`src/rtl/boa_pwr_pkg.sv`:
```
// Shared types and constants for the Boa power/reset controller.
package boa_pwr_pkg;

    typedef enum logic [2:0] {
        PWR_RESET = 3'd0,
        PWR_RUN   = 3'd1,
        PWR_DRAIN = 3'd2,
        PWR_SHDN  = 3'd3,
        PWR_WAKE  = 3'd4
    } pwr_state_t;

    // Bit positions inside rst_cause {WAKE,BTN,SOFT,POR}
    localparam int unsigned PWR_CAUSE_POR  = 0;
    localparam int unsigned PWR_CAUSE_SOFT = 1;
    localparam int unsigned PWR_CAUSE_BTN  = 2;
    localparam int unsigned PWR_CAUSE_WAKE = 3;

    function automatic logic [3:0] cause_vec(input int unsigned bit_pos);
        logic [3:0] v;
        v = '0;
        v[bit_pos[1:0]] = 1'b1;
        return v;
    endfunction

    function automatic int unsigned max3(input int unsigned a, input int unsigned b,
                                         input int unsigned c);
        int unsigned m;
        m = a;
        if (b > m) m = b;
        if (c > m) m = c;
        return m;
    endfunction

endpackage

```
`src/rtl/boa_pwr_if.sv`:
```
// Board/PMU-side signal bundle for the power controller.
interface boa_pwr_if #(
    parameter int unsigned N_BTN = 5
);
    logic [N_BTN-1:0] btn;
    logic [N_BTN-1:0] rst_mask;
    logic [N_BTN-1:0] wake_mask;
    logic             wake_ext;
    logic             pmu_shdn;
    logic             pmu_rst;
    logic             sys_rst;
    logic             clk_en;
    logic [N_BTN-1:0] btn_db;
    logic [N_BTN-1:0] btn_rise;
    logic [2:0]       state;
    logic [3:0]       rst_cause;

    modport master (
        output btn, rst_mask, wake_mask, wake_ext, pmu_shdn, pmu_rst,
        input  sys_rst, clk_en, btn_db, btn_rise, state, rst_cause
    );

    modport slave (
        input  btn, rst_mask, wake_mask, wake_ext, pmu_shdn, pmu_rst,
        output sys_rst, clk_en, btn_db, btn_rise, state, rst_cause
    );
endinterface

```
`src/rtl/boa_btn_debounce.sv`:
```
// One-bit button conditioner: 2-FF synchroniser, stability counter,
// debounced level and registered rising-edge pulse.
module boa_btn_debounce #(
    parameter int unsigned DEB_CYCLES = 16
) (
    input  logic clk,
    input  logic rst_n,
    input  logic btn,
    output logic btn_db,
    output logic btn_rise
);
    localparam int unsigned CW = (DEB_CYCLES > 1) ? $clog2(DEB_CYCLES) : 1;
    localparam logic [CW-1:0] LAST = CW'(DEB_CYCLES - 1);

    logic          meta;
    logic          sync;
    logic [CW-1:0] cnt;

    // Bring the raw button into the clk domain
    always_ff @(posedge clk or negedge rst_n) begin
        if (!rst_n) begin
            meta <= 1'b0;
            sync <= 1'b0;
        end else begin
            meta <= btn;
            sync <= meta;
        end
    end

    // Flip the level only after the synchronised value differs for DEB_CYCLES cycles
    always_ff @(posedge clk or negedge rst_n) begin
        if (!rst_n) begin
            cnt      <= '0;
            btn_db   <= 1'b0;
            btn_rise <= 1'b0;
        end else begin
            btn_rise <= 1'b0;
            if (sync == btn_db) begin
                cnt <= '0;
            end else if (cnt == LAST) begin
                cnt      <= '0;
                btn_db   <= sync;
                btn_rise <= sync;
            end else begin
                cnt <= cnt + 1'b1;
            end
        end
    end
endmodule

```
`src/rtl/boa_pwr_ctl.sv`:
```
// Power/reset controller: button conditioning, reset stretching,
// PMU shutdown with bus drain, and wake from shutdown.
module boa_pwr_ctl
    import boa_pwr_pkg::*;
#(
    parameter int unsigned N_BTN       = 5,
    parameter int unsigned DEB_CYCLES  = 16,
    parameter int unsigned RST_CYCLES  = 8,
    parameter int unsigned DRAIN_CYC   = 4,
    parameter bit          WAKE_RESETS = 1'b1
) (
    input  logic       clk,
    input  logic       rst_n,
    boa_pwr_if.slave   bus
);
    localparam int unsigned CNT_W = $clog2(max3(RST_CYCLES, DRAIN_CYC, DEB_CYCLES) + 1);
    localparam logic [CNT_W-1:0] RST_LOAD = CNT_W'(RST_CYCLES - 1);
    // DRAIN lasts DRAIN_CYC cycles including the entry cycle, so load one less
    localparam logic [CNT_W-1:0] DRAIN_LOAD = CNT_W'((DRAIN_CYC > 0) ? (DRAIN_CYC - 1) : 0);

    logic [N_BTN-1:0] btn_db_w;
    logic [N_BTN-1:0] btn_rise_w;

    for (genvar i = 0; i < N_BTN; i++) begin : g_btn
        boa_btn_debounce #(.DEB_CYCLES(DEB_CYCLES)) u_deb (
            .clk      (clk),
            .rst_n    (rst_n),
            .btn      (bus.btn[i]),
            .btn_db   (btn_db_w[i]),
            .btn_rise (btn_rise_w[i])
        );
    end

    pwr_state_t       state_q, state_d;
    logic [CNT_W-1:0] cnt_q, cnt_d;
    logic [3:0]       cause_q, cause_d;
    logic             sys_rst_q, clk_en_q;
    logic             btn_rst, soft_rst, wake_req;

    assign btn_rst  = |(btn_rise_w & bus.rst_mask);
    assign soft_rst = bus.pmu_rst;
    assign wake_req = (|(btn_rise_w & bus.wake_mask)) | bus.wake_ext;

    // Next-state, counter and reset-cause selection
    always_comb begin
        state_d = state_q;
        cnt_d   = cnt_q;
        cause_d = cause_q;
        unique case (state_q)
            PWR_RESET: begin
                if (cnt_q == '0) state_d = PWR_RUN;
                else             cnt_d   = cnt_q - 1'b1;
            end
            PWR_RUN: begin
                if (btn_rst || soft_rst) begin
                    state_d = PWR_RESET;
                    cnt_d   = RST_LOAD;
                    cause_d = btn_rst ? cause_vec(PWR_CAUSE_BTN) : cause_vec(PWR_CAUSE_SOFT);
                end else if (bus.pmu_shdn) begin
                    if (DRAIN_CYC == 0) begin
                        state_d = PWR_SHDN;
                    end else begin
                        state_d = PWR_DRAIN;
                        cnt_d   = DRAIN_LOAD;
                    end
                end
            end
            PWR_DRAIN: begin
                if (btn_rst || soft_rst) begin
                    state_d = PWR_RESET;
                    cnt_d   = RST_LOAD;
                    cause_d = btn_rst ? cause_vec(PWR_CAUSE_BTN) : cause_vec(PWR_CAUSE_SOFT);
                end else if (cnt_q == '0) begin
                    state_d = PWR_SHDN;
                end else begin
                    cnt_d = cnt_q - 1'b1;
                end
            end
            PWR_SHDN: begin
                if (btn_rst) begin
                    state_d = PWR_RESET;
                    cnt_d   = RST_LOAD;
                    cause_d = cause_vec(PWR_CAUSE_BTN);
                end else if (wake_req) begin
                    state_d = PWR_WAKE;
                end
            end
            PWR_WAKE: begin
                if (WAKE_RESETS) begin
                    state_d = PWR_RESET;
                    cnt_d   = RST_LOAD;
                    cause_d = cause_vec(PWR_CAUSE_WAKE);
                end else begin
                    state_d = PWR_RUN;
                end
            end
            default: begin
                state_d = PWR_RESET;
                cnt_d   = RST_LOAD;
            end
        endcase
    end

    // State, counter and registered outputs (clk_en only moves on the clock edge)
    always_ff @(posedge clk or negedge rst_n) begin
        if (!rst_n) begin
            state_q   <= PWR_RESET;
            cnt_q     <= RST_LOAD;
            cause_q   <= cause_vec(PWR_CAUSE_POR);
            sys_rst_q <= 1'b1;
            clk_en_q  <= 1'b1;
        end else begin
            state_q   <= state_d;
            cnt_q     <= cnt_d;
            cause_q   <= cause_d;
            sys_rst_q <= (state_d == PWR_RESET);
            clk_en_q  <= (state_d != PWR_SHDN);
        end
    end

    assign bus.sys_rst   = sys_rst_q;
    assign bus.clk_en    = clk_en_q;
    assign bus.btn_db    = btn_db_w;
    assign bus.btn_rise  = btn_rise_w;
    assign bus.state     = state_q;
    assign bus.rst_cause = cause_q;
endmodule
```
`src/flat_wrapper.sv`:
```
// flat-port wrapper written by rule: the top's interface ports become plain ports
module boa_pwr_ctl_flat import boa_pwr_pkg::*;
#(
    parameter int unsigned N_BTN       = 5,
    parameter int unsigned DEB_CYCLES  = 16,
    parameter int unsigned RST_CYCLES  = 8,
    parameter int unsigned DRAIN_CYC   = 4,
    parameter bit          WAKE_RESETS = 1'b1
)
  (clk, rst_n, bus_btn, bus_rst_mask, bus_wake_mask, bus_wake_ext, bus_pmu_shdn, bus_pmu_rst, bus_sys_rst, bus_clk_en, bus_btn_db, bus_btn_rise, bus_state, bus_rst_cause);
  boa_pwr_if #(.N_BTN(N_BTN)) bus_i ();
  input  logic clk;
  input  logic rst_n;
  input wire logic [$bits(bus_i.btn)-1:0] bus_btn;
  input wire logic [$bits(bus_i.rst_mask)-1:0] bus_rst_mask;
  input wire logic [$bits(bus_i.wake_mask)-1:0] bus_wake_mask;
  input wire logic [$bits(bus_i.wake_ext)-1:0] bus_wake_ext;
  input wire logic [$bits(bus_i.pmu_shdn)-1:0] bus_pmu_shdn;
  input wire logic [$bits(bus_i.pmu_rst)-1:0] bus_pmu_rst;
  output wire logic [$bits(bus_i.sys_rst)-1:0] bus_sys_rst;
  output wire logic [$bits(bus_i.clk_en)-1:0] bus_clk_en;
  output wire logic [$bits(bus_i.btn_db)-1:0] bus_btn_db;
  output wire logic [$bits(bus_i.btn_rise)-1:0] bus_btn_rise;
  output wire logic [$bits(bus_i.state)-1:0] bus_state;
  output wire logic [$bits(bus_i.rst_cause)-1:0] bus_rst_cause;
  assign bus_i.btn = bus_btn;
  assign bus_i.rst_mask = bus_rst_mask;
  assign bus_i.wake_mask = bus_wake_mask;
  assign bus_i.wake_ext = bus_wake_ext;
  assign bus_i.pmu_shdn = bus_pmu_shdn;
  assign bus_i.pmu_rst = bus_pmu_rst;
  assign bus_sys_rst = bus_i.sys_rst;
  assign bus_clk_en = bus_i.clk_en;
  assign bus_btn_db = bus_i.btn_db;
  assign bus_btn_rise = bus_i.btn_rise;
  assign bus_state = bus_i.state;
  assign bus_rst_cause = bus_i.rst_cause;
  boa_pwr_ctl #(.N_BTN(N_BTN), .DEB_CYCLES(DEB_CYCLES), .RST_CYCLES(RST_CYCLES), .DRAIN_CYC(DRAIN_CYC), .WAKE_RESETS(WAKE_RESETS)) u_core (.clk(clk), .rst_n(rst_n), .bus(bus_i));
endmodule
```
`config.mk`:
```
export PLATFORM = sky130hd
export DESIGN_NAME = boa_pwr_ctl_flat
export DESIGN_NICKNAME = d
export VERILOG_FILES = /design/src/rtl/boa_pwr_pkg.sv /design/src/rtl/boa_pwr_if.sv /design/src/rtl/boa_btn_debounce.sv /design/src/rtl/boa_pwr_ctl.sv /design/src/flat_wrapper.sv
export SDC_FILE = /design/constraint.sdc
export NUM_CORES = 1
export LEC_CHECK = 0
export CORE_MARGIN = 8
export CORE_UTILIZATION = 39
export DETAILED_ROUTE_END_ITERATION = 8
export GPL_ROUTABILITY_DRIVEN = 0
export GPL_TIMING_DRIVEN = 0
export PLACE_DENSITY = 0.64
export SYNTH_ARGS = -nofsm -noshare
export SYNTH_HDL_FRONTEND = slang
export SYNTH_SLANG_ARGS = --single-unit
```
`constraint.sdc`:
```
create_clock -name clk -period 1.97 [get_ports clk]
set_input_delay 0.591 -clock clk [delete_from_list [all_inputs] [get_ports clk]]
set_output_delay 0.591 -clock clk [all_outputs]
set_load 0.01 [all_outputs]
```
# == After elaboration in Yosys (flattened, before gate mapping) ==
# Cells that the tools add are included.
# word_totals
regBits,54
in_bits,20
word_cells,115
out_inout_bits,19
# op_classes
n_addsub,6
n_bitwise,8
eq_ne,18
n_mux,38
reduce_logical,15
# op_table
operator,count
4-bit two-way mux,12
5-bit two-way mux,5
3-bit two-way mux,8
"4-bit by 1-bit adder with 4-bit output, second input constant",5
"4-bit equality test, second input constant",5
5-bit case mux with 4 select lines,1
3-bit case mux with 4 select lines,1
4-bit case mux with 3 select lines,1
2-bit AND reduction,6
5-bit AND,2
1-bit two-way mux,10
5-bit OR reduction,2
"3-bit by 2-bit equality test with 1-bit output, second input constant",2
3-bit zero test,2
"3-bit by 2-bit != test with 1-bit output, second input constant",2
1-bit equality test,5
5-bit zero test,1
1-bit inverter,5
"5-bit by 1-bit subtractor with 5-bit output, second input constant",1
"2-bit by 1-bit != test with 1-bit output, second input constant",2
"3-bit by 1-bit equality test with 1-bit output, second input constant",1
"3-bit equality test, second input constant",1
3-bit AND reduction,1
3-bit nonzero test,1
other kinds (3),3

# == Logic depth before layout (Yosys ltp) ==
# logic_depth
depth_word,7
ltp_mapped,6
depth_no_buf,6

# == Modules after synthesis ==
# From an unflattened synthesis, not the netlist that was laid out.
# unflattened
cells_unflattened,216
hier_area_um2,2522.4
# by_module_without_submodules
mod,seq_area_each_um2,n_inst,area_per_inst_um2,cells_each
boa_btn_debounce,200.2,5,312.8,22
boa_pwr_ctl,357.8,1,958.4,106

# == Least setup slack after synthesis ==
# No wires, ideal clock.
# synth_timing
path_type,input-to-reg
from,in bus_rst_mask[3]
to,reg u_core.cnt_q[3]
path_stages,4
path_buffers,0
required_time_ns,1.906
arrival_ns,1.714
path_slack_ns,0.192
setup_time_ns,0.064
path_cell_list,a222oi_1 -> and4_2 -> o2bb2ai_1 -> a31o_2
# synth_via
elab_chain_cells,5
word_cells_on_any_way,9
classes_between,eq/ne (2); mux (3); bitwise (1); reduce/logical (3)
# synth_rtl
item,line,rtl
from (decl),flat_wrapper.sv:15,input wire logic [$bits(bus_i.rst_mask)-1:0] bus_rst_mask;
5-bit AND (*),boa_pwr_ctl.sv:40,assign btn_rst = |(btn_rise_w & bus.rst_mask);
5-bit OR reduction (*),boa_pwr_ctl.sv:40,
1-bit logical OR,"boa_pwr_ctl.sv:55, boa_pwr_ctl.sv:69",
5-bit two-way mux (tied with other cells),boa_pwr_ctl.sv:69,if (btn_rst || soft_rst) begin
5-bit case mux with 4 select lines or 2-bit AND reduction (tied branches),n/a,
to (signal assigned),boa_pwr_ctl.sv:114,cnt_q <= cnt_d;
to (decl),boa_pwr_ctl.sv:35,"logic [CNT_W-1:0] cnt_q, cnt_d;"
# Every way passes the cells marked *; elsewhere a longest branch is shown, timed or not.
# A chain may end at the register's enable or synchronous reset.

# == Final worst setup path ==
# layout_timing
from,"reg u_core.sys_rst_q, in the netlist u_core.bus.sys_rst"
to,out bus_sys_rst
# layout_lines
item,line,rtl
from (decl),boa_pwr_ctl.sv:37,"logic sys_rst_q, clk_en_q;"
from (signal assigned),boa_pwr_ctl.sv:116,sys_rst_q <= (state_d == PWR_RESET);
to (decl),flat_wrapper.sv:20,output wire logic [$bits(bus_i.sys_rst)-1:0] bus_sys_rst;
# No word-level cell between the ends.

==> results.ini <==
[outcome]
outcome=finished clean

[routing]
drc=0
mean_routed_wirelength_per_cell_um=13.7
detail_route.wirelength_mm=4.85
initialDrtViolationCount=55
detail-route-antenna-nets=0
post_drt_via_cell_ratio=5.19
vias=1832
drt-pass1-iter-count=4

[floorplan]
die_h_um=95.3
row_count=29
ioPinCount=39
floorplan.die_area_mm2=0.00908
start_util_pct=39.5
floorplan.core_area_mm2=0.00620
chipWidth_um=95.3

[power]
cellInternalPower_w=0.00192
power.share.switching_pct=31.1
vdd.ir_drop.worst_uv=490
seq_power_share_pct=49.2
netSwitchingPower_w=0.000867
pwr-share-comb_pct=27.3
clock_power_share_pct=23.4
leakagePower_nw=1.41
powerDensity_mw_per_mm2=889

[setup_path]
critical_path_cell_count=1
critical_path.max_fanout=1
timing.critical_path.buf_inv=1
crit_end=bus_sys_rst
reg2reg_setup_slack_ps=260
launching_instance_or_port_of_the_critical_path=u_core.bus.sys_rst
crit_path_capture_type=output port
critical-path-top-delay-family=flip-flops
worst_r2r_endpoint=u_core.cnt_q[3]
rr_worst_depth=7
crit_path_top_delay_cell=sky130_fd_sc_hd__dfstp_2
worstReg2RegStart=u_core.g_btn[3].u_deb.btn_rise
cp_slowest_stage_delay_ps=520
cp-start-kind=register
path_class=register to output port
cp.arrival_ps=1350
required_ps=1380
crit_path_cells=clkdlybuf4s50_1

[sta]
rsz0062_at_grt=no
final_max_tran_viols=0
maxSlewHeadroom_pct=58.3
hold_slack_ps=293
min_period_ps=1940
achievable-frequency_mhz=516
hold_violations=0
max_slew.worst_pin.slew_ps=625
clock-skew-final_ps=5.82
period_share_pct=98.3
setup_viol=0

[global_routing]
first_global_vias=1849
gr-usage-all-layers_pct=11.9
globalRoute.totalOverflow=0
grt_antenna_before_repair=0
grt_start_max_net_pins=29
grt_first_pass_wirelength_mm=8.49

[synth]
netlist_cell_types=44
synth_ff_type=sky130_fd_sc_hd__dfrtp_1
synth-async-reset-ratio_pct=100
synth-simple-area-share_pct=15.2
fraction_of_synthesized_cell_area_in_xor_and_xnor_cells_pct=4.29
postSynthCellCount=220
synth_area_per_cell_um2=11.1
synth_enable_flop_cells=0
synthMuxAreaShare_pct=2.30
ys_seq_area_share_pct=55.4
synth_seq_cells=54
synth_warnings=0
synth_top_family_by_area=simple AND/OR/NAND/NOR gates
synthesized_area_fraction_occupied_by_adder_cells_pct=3.47
synth_area_mm2=0.00245
synth-compound-area-share_pct=13.7
synthesis.nets=246

[place]
dpl.hpwl_mm=3.62
io_buffers=38
cells_after_dpl=336

[clock_network]
clk_transition_reported_paths_ps=100
cts_made_buffers=5
clock_tree.htree_level_count=2
clockRootBuffer=sky130_fd_sc_hd__clkbuf_8
cts.sinks=54
worst_skew_pair.late_latency_ps=300
cts_tree=built
ctsHoldBuffers=0
clockBufferDepth=2

[layout]
area.growth.synth_to_final_pct=28.0
final.fill_count=564
drive_gt1_share_pct=17.8
design.final.nets=301
n_antenna_cell=0
stdcell_count=353

[run]
max_cap_violations=0

[hold_path]
min-delay-path-class=input port to async pin

[sequential cells by signal (all words and copies together) (netlist names)]
signal                       cells
u_core.bus.rst_cause             4
u_core.g_btn.u_deb.btn_db        5
u_core.bus.sys_rst               1
u_core.g_btn.u_deb.sync          5
u_core.g_btn.u_deb.meta          5
u_core.bus.state                 3
u_core.cnt_q                     5
u_core.g_btn.u_deb.cnt          20
u_core.bus.clk_en                1
u_core.g_btn.u_deb.btn_rise      5
[layer usage]
metal  wire length, um  GRT usage, %
met1              2260          15.4
met4                55          4.29
met3               412          4.17
met2              2120          17.8
met5                 0             0
[cell usage in the layout, fill, tap and decap left out, drive strengths merged, types with 3 or more instances in the layout]
cell           instances
dfrtp                 48
clkdlybuf4s50         30
buf                   21
a21oi                 15
inv                   13
nor2                  12
xnor2                 11
nor3b                 11
o21ai                 11
clkbuf                10
nand3                  9
nor2b                  6
nand2                  6
ha                     6
dfstp                  6
a22oi                  5
nand4b                 5
mux2                   5
dlymetal6s2s           5
o22ai                  4
nor3                   3
[worst min-delay path by stage]
stage,endpoint,cells past startpoint
floorplan,u_core.bus.rst_cause[1],0
detailed placement,u_core.g_btn[3].u_deb.sync,0
finish,u_core.bus.state[0],1
CTS,u_core.bus.state[0],1
global placement,u_core.g_btn[3].u_deb.sync,0
global route,u_core.g_btn[2].u_deb.btn_rise,1
[through the flow]
stage	cell area (um^2)	total power [W]	utilization, %	setup TNS [ps]	setup WS (ps)
finish	3140	0.00279	50.6	0	32.6
global route	3140	0.00298	50.6	0	0.965
CTS	3100	0.00281	49.9	0	2.10
detailed placement	2940	0.00215	47.4	-7740	-734
global placement	2930	0.00213	47.2	-76020	-1350
floorplan	2450	0.00188	-	0	192
[synth_stat cells (all sizes together), types with 6 or more instances]
library cell | instances | area share (%)
o21ai | 11 | 2.2
a21oi | 15 | 3.1
nor3b | 11 | 3.4
nand2 | 6 | 0.92
nand3 | 9 | 1.8
nor2 | 12 | 1.8
nor2b | 6 | 1.5
dfstp | 6 | 6.4
ha | 6 | 3.1
inv | 13 | 2.0
buf | 10 | 3.1
dfrtp | 48 | 49
xnor2 | 11 | 3.9
[final cells by class]
cell class | count | area, um^2 | share of cell area [%]
Sequential cell | 54 | 1360 | 43.4
Multi-Input combinational cell | 139 | 967 | 30.8
Timing Repair Buffer | 48 | 473 | 15.1
Tap cell | 77 | 96.3 | 3.07
Buffer | 14 | 91.3 | 2.91
Clock buffer | 6 | 82.6 | 2.63
Inverter | 13 | 48.8 | 1.56
Clock inverter | 2 | 17.5 | 0.558
[cell families after synthesis]
family	Yosys count
compound gates	52
mux	5
xor+xnor	12
buf+inv	27
flops	54
fa+ha+maj	7
simple gates	63
[power groups by stage]
stage | Sequential, W | Clock (W) | Combinational (W)
after floorplan | 0.00139 | 0 | 0.000490
after global placement | 0.00139 | 0 | 0.000739
after detailed placement | 0.00139 | 0 | 0.000753
after CTS | 0.00137 | 0.000682 | 0.000758
after global routing | 0.00140 | 0.000718 | 0.000863
final | 0.00137 | 0.000654 | 0.000762
[what timing repair did]
item                       4_1_cts  5_1_grt
setup endpoints to repair       22        9
resized for setup                5        7
pin swaps                        1        0
buffers inserted                 7        2
Note: power is estimated with default switching activity, not from simulation.
